$ cat src/rtl/word_serializer_pkg.sv
// rtl/word_serializer_pkg.sv - shared types, bounds and counter-width helper for word_serializer
package word_serializer_pkg;

    typedef enum logic [1:0] {
        IDLE   = 2'd0,
        SHIFT  = 2'd1,
        PARITY = 2'd2,
        DONE   = 2'd3
    } state_t;

    localparam int unsigned N_MIN     = 2;
    localparam int unsigned N_MAX     = 64;
    localparam int unsigned N_DEFAULT = 30;

    // Bit counter only needs to reach N-1, so ceil(log2(N)) bits, never below one.
    function automatic int unsigned cnt_width(input int unsigned n);
        if (n <= 2) begin
            return 1;
        end
        return $clog2(n);
    endfunction

endpackage

$ cat src/rtl/word_serializer_bitcnt.sv
// rtl/word_serializer_bitcnt.sv - clear/increment/hold bit counter with terminal-count compare to N-1
module word_serializer_bitcnt
    import word_serializer_pkg::*;
#(
    parameter int unsigned N  = N_DEFAULT,
    parameter int unsigned CW = cnt_width(N)
) (
    input  logic clk,
    input  logic reset,
    input  logic clr_i,
    input  logic inc_i,
    output logic tc_o,
    output logic tc_next_o
);

    localparam logic [CW-1:0] TERM = CW'(N - 1);

    logic [CW-1:0] cnt_q;
    logic [CW-1:0] cnt_d;

    // Next count: clear wins, increments stop at the terminal value so a frame never wraps.
    always_comb begin
        cnt_d = cnt_q;
        if (clr_i) begin
            cnt_d = '0;
        end else if (inc_i && (cnt_q != TERM)) begin
            cnt_d = cnt_q + 1'b1;
        end
    end

    // Counter register.
    always_ff @(posedge clk) begin
        if (reset) begin
            cnt_q <= '0;
        end else begin
            cnt_q <= cnt_d;
        end
    end

    assign tc_o      = (cnt_q == TERM);
    assign tc_next_o = (cnt_d == TERM);

endmodule

$ cat src/rtl/word_serializer.sv
// rtl/word_serializer.sv - parallel-in MSB-first serial-out converter; optional even parity bit via WORD_SERIALIZER_PARITY_EN
module word_serializer
    import word_serializer_pkg::*;
#(
    parameter int unsigned N = N_DEFAULT
) (
    input  logic         clk,
    input  logic         reset,
    input  logic         load,
    input  logic [N-1:0] d,
    input  logic         stall,
    output logic         ready,
    output logic         sout,
    output logic         sout_valid,
    output logic         last,
    output logic         done
);

    state_t state_q;
    state_t state_d;

    logic [N-1:0] shreg_q;
    logic [N-1:0] shreg_d;

    logic ready_q, ready_d;
    logic sout_q, sout_d;
    logic sout_valid_q, sout_valid_d;
    logic last_q, last_d;
    logic done_q, done_d;

    logic accept;
    logic advance;
    logic cnt_tc;
    logic cnt_tc_next;

    // A word is taken only from IDLE; stall only matters while bits are on the link.
    assign accept  = (state_q == IDLE) && load;
    assign advance = (state_q == SHIFT) && !stall;

    word_serializer_bitcnt #(
        .N (N)
    ) u_bitcnt (
        .clk       (clk),
        .reset     (reset),
        .clr_i     (accept),
        .inc_i     (advance),
        .tc_o      (cnt_tc),
        .tc_next_o (cnt_tc_next)
    );

`ifdef WORD_SERIALIZER_PARITY_EN
    logic par_q;
    logic par_d;

    // Parity of the whole word is latched at capture, the shift register is drained by then.
    always_comb begin
        par_d = par_q;
        if (accept) begin
            par_d = ^d;
        end
    end

    // Parity register.
    always_ff @(posedge clk) begin
        if (reset) begin
            par_q <= 1'b0;
        end else begin
            par_q <= par_d;
        end
    end
`endif

    // State register.
    always_ff @(posedge clk) begin
        if (reset) begin
            state_q <= IDLE;
        end else begin
            state_q <= state_d;
        end
    end

    // Next state and shift register update.
    always_comb begin
        state_d = state_q;
        shreg_d = shreg_q;
        case (state_q)
            IDLE: begin
                if (load) begin
                    state_d = SHIFT;
                    shreg_d = d;
                end
            end
            SHIFT: begin
                if (!stall) begin
                    shreg_d = {shreg_q[N-2:0], 1'b0};
                    if (cnt_tc) begin
`ifdef WORD_SERIALIZER_PARITY_EN
                        state_d = PARITY;
`else
                        state_d = DONE;
`endif
                    end
                end
            end
`ifdef WORD_SERIALIZER_PARITY_EN
            PARITY: begin
                if (!stall) begin
                    state_d = DONE;
                end
            end
`endif
            DONE: begin
                state_d = IDLE;
            end
            default: begin
                state_d = IDLE;
            end
        endcase
    end

    // Output values derived from the upcoming state so every output is a plain register.
    always_comb begin
        ready_d      = (state_d == IDLE);
        sout_d       = 1'b0;
        sout_valid_d = 1'b0;
        last_d       = 1'b0;
        done_d       = 1'b0;
        case (state_d)
            SHIFT: begin
                sout_d       = shreg_d[N-1];
                sout_valid_d = 1'b1;
`ifndef WORD_SERIALIZER_PARITY_EN
                last_d       = cnt_tc_next;
`endif
            end
`ifdef WORD_SERIALIZER_PARITY_EN
            PARITY: begin
                sout_d       = par_q;
                sout_valid_d = 1'b1;
                last_d       = 1'b1;
            end
`endif
            DONE: begin
                done_d = 1'b1;
            end
            default: begin
                sout_d = 1'b0;
            end
        endcase
    end

    // Shift register and output registers.
    always_ff @(posedge clk) begin
        if (reset) begin
            shreg_q      <= '0;
            ready_q      <= 1'b1;
            sout_q       <= 1'b0;
            sout_valid_q <= 1'b0;
            last_q       <= 1'b0;
            done_q       <= 1'b0;
        end else begin
            shreg_q      <= shreg_d;
            ready_q      <= ready_d;
            sout_q       <= sout_d;
            sout_valid_q <= sout_valid_d;
            last_q       <= last_d;
            done_q       <= done_d;
        end
    end

    assign ready      = ready_q;
    assign sout       = sout_q;
    assign sout_valid = sout_valid_q;
    assign last       = last_q;
    assign done       = done_q;

endmodule

$ cat config.mk
export PLATFORM = sky130hd
export DESIGN_NAME = word_serializer
export DESIGN_NICKNAME = d
export VERILOG_FILES = /design/src/rtl/word_serializer_pkg.sv /design/src/rtl/word_serializer_bitcnt.sv /design/src/rtl/word_serializer.sv
export SDC_FILE = /design/constraint.sdc
export NUM_CORES = 1
export LEC_CHECK = 0
export ABC_AREA = 1
export CORE_MARGIN = 3
export CORE_UTILIZATION = 40
export DETAILED_ROUTE_END_ITERATION = 12
export GPL_ROUTABILITY_DRIVEN = 0
export HOLD_SLACK_MARGIN = 0.08
export PLACE_DENSITY = 0.65
export SYNTH_ARGS = -nofsm -noshare
export SYNTH_HDL_FRONTEND = slang
export SYNTH_SLANG_ARGS = --single-unit
$ cat constraint.sdc
create_clock -name clk -period 1.8 [get_ports clk]
set_input_delay 0.54 -clock clk [delete_from_list [all_inputs] [get_ports clk]]
set_output_delay 0.54 -clock clk [all_outputs]
set_load 0.01 [all_outputs]
; After elaboration in Yosys (flattened, before gate mapping)
; Cells that the tools add are included.
[totals]
regBits = 42
latchBits = 0
ramBits = 0
romBits = 0
inputBits = 34
out_inout_bits = 5
mem_count = 0
[op_classes]
n_addsub = 1
multipliers = 0
n_div = 0
n_lt_le_gt_ge = 0
n_eq_ne = 8
shift = 0
muxes = 11
n_bitwise = 1
reduce_logical = 9
[op_table]
columns = cell, n
row1 = two-way mux 30 bit, 2
row2 = case mux 30 bit (2 select lines), 1
row3 = "== test 5 bit, second input constant", 2
row4 = two-way mux 5 bit, 2
row5 = two-way mux 2 bit, 3
row6 = "adder 5 x 1 -> 5 bit, second input constant", 1
row7 = "inequality test 5 bit, second input constant", 1
row8 = "== test 2 x 1 -> 1 bit, second input constant", 2
row9 = logical NOT 2 bit, 2
row10 = "inequality test 2 bit, second input constant", 2
row11 = case mux 2 bit (2 select lines), 1
row12 = logical AND 1 bit, 3
row13 = AND reduction 3 bit, 1
row14 = "== test 2 bit, second input constant", 1
row15 = two-way mux 1 bit, 2
row16 = nonzero test 2 bit, 1
row17 = OR reduction 2 bit, 1
row18 = logical NOT 1 bit, 1
row19 = inverter 1 bit, 1

; Logic depth before layout (Yosys ltp)
[logic_depth]
ltp_word = 7
ltp_mapped = 12

; Modules after synthesis
; From an unflattened synthesis, not the netlist that was laid out.
[unflattened]
hier_cells = 341
area_unflattened_um2 = 2145.8
[modules_own_cells]
columns = module, n_inst, cells_each, area_per_inst_um2
row1 = word_serializer, 1, 292, 1824.2
row2 = word_serializer_bitcnt, 1, 49, 321.6

; Worst setup path before layout
; No wires, ideal clock.
[synth_timing]
kind = in2reg
start = input reset
end = register done_q, in the netlist done
t_arrival_ns = 1.146
required_time_ns = 1.672
setup_slack_ns = 0.526
cell_stages = 3
cell_sequence = clkbuf_1 > clkbuf_1 > nor2_1
[synth_lines]
columns = item, line_no
row1 = from (decl), word_serializer.sv:8  ; input logic reset,
row2 = to (signal assigned), word_serializer.sv:167  ; done_q <= done_d;
row3 = to (decl), word_serializer.sv:29  ; logic done_q, done_d;
; No word-level cell between the ends.

; Worst setup path after layout
[layout_timing]
start = register last_q, in the netlist last
end = output last
[layout_lines]
columns = item, line_no
row1 = from (decl), word_serializer.sv:28  ; logic last_q, last_d;
row2 = from (signal assigned), word_serializer.sv:166  ; last_q <= last_d;
row3 = to (decl), word_serializer.sv:15  ; output logic last,
; No word-level cell between the ends.

==> results summary <==
The portion of the post-synthesis area used by sequential elements came out at 47.2%. Setup violations remaining at the end of the flow were counted as 0. The number of clock buffers added by TritonCTS is 5. The area used by sequential logic in the layout came out at 841 um^2. Setup repair after global routing left no endpoint under its margin. The worst setup path is launched from a register. Of the post-synthesis cell area, the dominant cell type holds 47.2%. The die footprint is 5290 um^2. The cell family contributing the most delay on the critical path is buffers and inverters. The synthesized netlist contains 21 unique library cells.

The number of antenna violations at the first check in global routing is 0. In this run the cell area of the synthesized design comes to 1780 um^2. The total number of yosys warnings came out at 0. In the layout the commonest cells are 78 x sky130_fd_sc_hd__nand2_1, 42 x sky130_fd_sc_hd__dfxtp_1, 38 x sky130_fd_sc_hd__clkdlybuf4s50_1, 21 x sky130_fd_sc_hd__a21oi_1, 17 x sky130_fd_sc_hd__a22oi_1. The number of failing hold endpoints at the final stage is 0. The first detailed-routing pass took 4 iterations. In the routed layout, each cell is associated on average with a via count of 5.06. After synthesis the netlist holds a flip-flop and latch count of 42. The number of max-capacitance violations reported is 0. After clock tree synthesis, the flow added hold-fix buffers numbering 0.

The number of remaining DRC errors is 0. The largest clock skew in the final design is 0.00485 ns. The share of layout cells above drive strength 1 is 9.49%. The first global-routing pass estimated 6600 um of wire. For the worst setup path, the data required time is 1.26 ns. The die width came out at 72.7 um. Traced cell by cell, the critical path runs through clkdlybuf4s50_1.

The total via count in the routed design came out at 1638. The static leakage power is 0.929 nW. The post-cts sizing count is 0.

The number of nets in the synthesized netlist is 266. The root buffer cell is sky130_fd_sc_hd__clkbuf_8. The count of mapped cells out of synthesis is 230.

In this run the count of I/O pins placed on the die edge is 39. The total routing usage reported by global routing came out at 16.0%. The worst hold path passes through 2 cells. The total negative setup slack is 0 ns. Headroom to the max-slew limit came out at 81.8%. The clock-pin slew on the worst setup and hold paths is 0.08 ns. The minimum setup slack after placement is -0.111 ns. For hold timing, the worst endpoint is shreg_q[26]. The initial standard-cell utilization of the core is 43.0%. The TritonCTS clock tree is built. The startpoint of the lowest-slack hold path is shreg_q[26]. 0 antenna diodes ended up in the layout. The post-synthesis area per instance is 7.75 um^2. The endpoint identified for the worst register-to-register timing path is last. The most common cell after layout, fill and taps aside is sky130_fd_sc_hd__nand2_1.

For this run, the post-layout net count is 310. The cell area power density came out at 802 nW/um^2. The ratio of final minimum period to clock period is 94.2%. The HPWL after detailed placement came out at 2760 um. The routed length per instance came out at 12.3 um. Summed over all layers, the routed wires come to 3980 um. The critical path is of the register to primary output type. The flow ran to the end, and the final reports show no timing, DRC or antenna violations.

The number of core rows is 23. The number of pins with negative max-slew slack in the final report is 0. For this run, the top clock speed supported by timing is 0.590 GHz. The worst min-delay path class is register to register. On the critical path, the stage with the largest delay is an instance of sky130_fd_sc_hd__clkdlybuf4s50_1. The sum of overflow across all layers after global routing came out at 0. The largest net degree at the start of global routing came out at 27. The maximum fanout along the worst path is 1. The buffers inserted during post-CTS setup optimization came out at 0. The slack of the worst reg-to-reg path is 0.40 ns. The cell count along the critical path is 1. Data arrives at the worst endpoint at 1.16 ns. For this run, the slowest stage of the critical path takes 0.54 ns. The port buffer count is 38. The actual transition at the worst max-transition pin is 0.273 ns. The worst path setup slack after routing came out at 0.104 ns. The number of buffer and inverter stages on the critical path is 1.

The number of cells traversed by the worst register-to-register path is 11. The peak supply drop is 0.426 mV. The number of buffers between clock root and the deepest sink came out at 2. The number of nets with antenna violations after routing is 0. The CTS sink count came out at 42. STA classifies the critical path endpoint as a primary output.

The cell type with the highest aggregate area in the netlist is sky130_fd_sc_hd__dfxtp_1. The area added between synthesis and finish came out at 31.7%. The vertical die dimension came out at 72.7 um. Fill cells in the final layout number 403. The number of DRC markers in iteration 0 came out at 89. The final period demand of the worst path is 1.70 ns. The multi-input logic area came out at 800 um^2.

The number of global-route vias before repair is 1511. The later pin in the worst-skew pair is clocked with a latency of 0.29 ns. In the post-synthesis netlist, the biggest area contributors are sky130_fd_sc_hd__dfxtp_1 47%, sky130_fd_sc_hd__nand2_1 16%, sky130_fd_sc_hd__a22oi_1 7.2%. The core region is 4140 um^2. The maximum level of the CTS H-tree is 2. The startpoint identified for the worst register-to-register timing path is u_bitcnt.cnt_q[1].
report_power, final:
group          leakage, nW  switching, mW  internal [mW]
clock               0.0438          0.313          0.260
sequential           0.344         0.0286          0.982
combinational        0.541          0.139          0.158
final cells by class:
cell class,instances,share of cell area (%)
Clock buffer,5,2.93
Tap cell,50,2.67
Clock inverter,2,0.427
Inverter,15,2.40
Sequential cell,42,35.8
Multi-Input combinational cell,160,34.1
Timing Repair Buffer,50,21.7
layer usage:
layer  routed length (um)  vias to the layer above  GRT usage, %
met2                 1830                       43          25.9
met5                    0                        -             0
met1                 1850                      739          19.8
met3                  217                        7          4.55
met4                   82                        0          7.38
li1                     -                      849             -
stage by stage:
step                      std cells  area (um^2)  utilization (%)  hold slack [ns]  total power, mW
after floorplan                 230         1780                -            0.439             1.18
after global placement          317         2270             54.7            0.449             1.33
after detailed placement        317         2270             54.7            0.455             1.33
after CTS                       324         2350             56.6            0.467             1.90
after global routing            324         2350             56.6            0.489             1.97
final                           324         2350             56.6            0.465             1.88
worst reg2reg max path: cells and delay by family (launching register included):
family	cells	cell delay, ns
flip-flops	1	0.38
buffers and inverters	2	0.11
adder cells (fa/ha/maj)	1	0.17
AND/OR/NAND/NOR	8	0.69
cells in the mapped netlist (all sizes together):
cell    instances
a21oi          21
a22oi          17
a31oi          11
buf             9
clkbuf          4
dfxtp          42
ha              2
inv            15
nand2          81
nand3           7
nand3b          3
nand4           2
nor2           14
nor3            1
o31ai           1
state kept, by name, indices dropped and copies added (netlist names):
signal	cells
shreg_q	30
u_bitcnt.cnt_q	5
state_q	2
done	1
last	1
ready	1
sout	1
sout_valid	1
cells by family (layout without fill, tap and decap cells):
kind of cell             count (synthesis)  after routing  synth area share [%]
AND/OR/NAND/NOR                        108            108                  26.1
adder cells (fa/ha/maj)                  2              2                  1.40
buffers and inverters                   28             72                  7.93
flip-flops                              42             42                  47.2
AO/OA/AOI/OAI                           50             50                  17.3
worst max-delay path by stage:
stage	startpoint	endpoint	slack [ns]
final	last	last	0.10
after global routing	stall	last	0.05
after CTS	last	last	0.08
after detailed placement	stall	last	-0.11
after global placement	stall	last	-0.10
after floorplan	reset	done	0.53
Note: power is estimated with default switching activity, not from simulation.
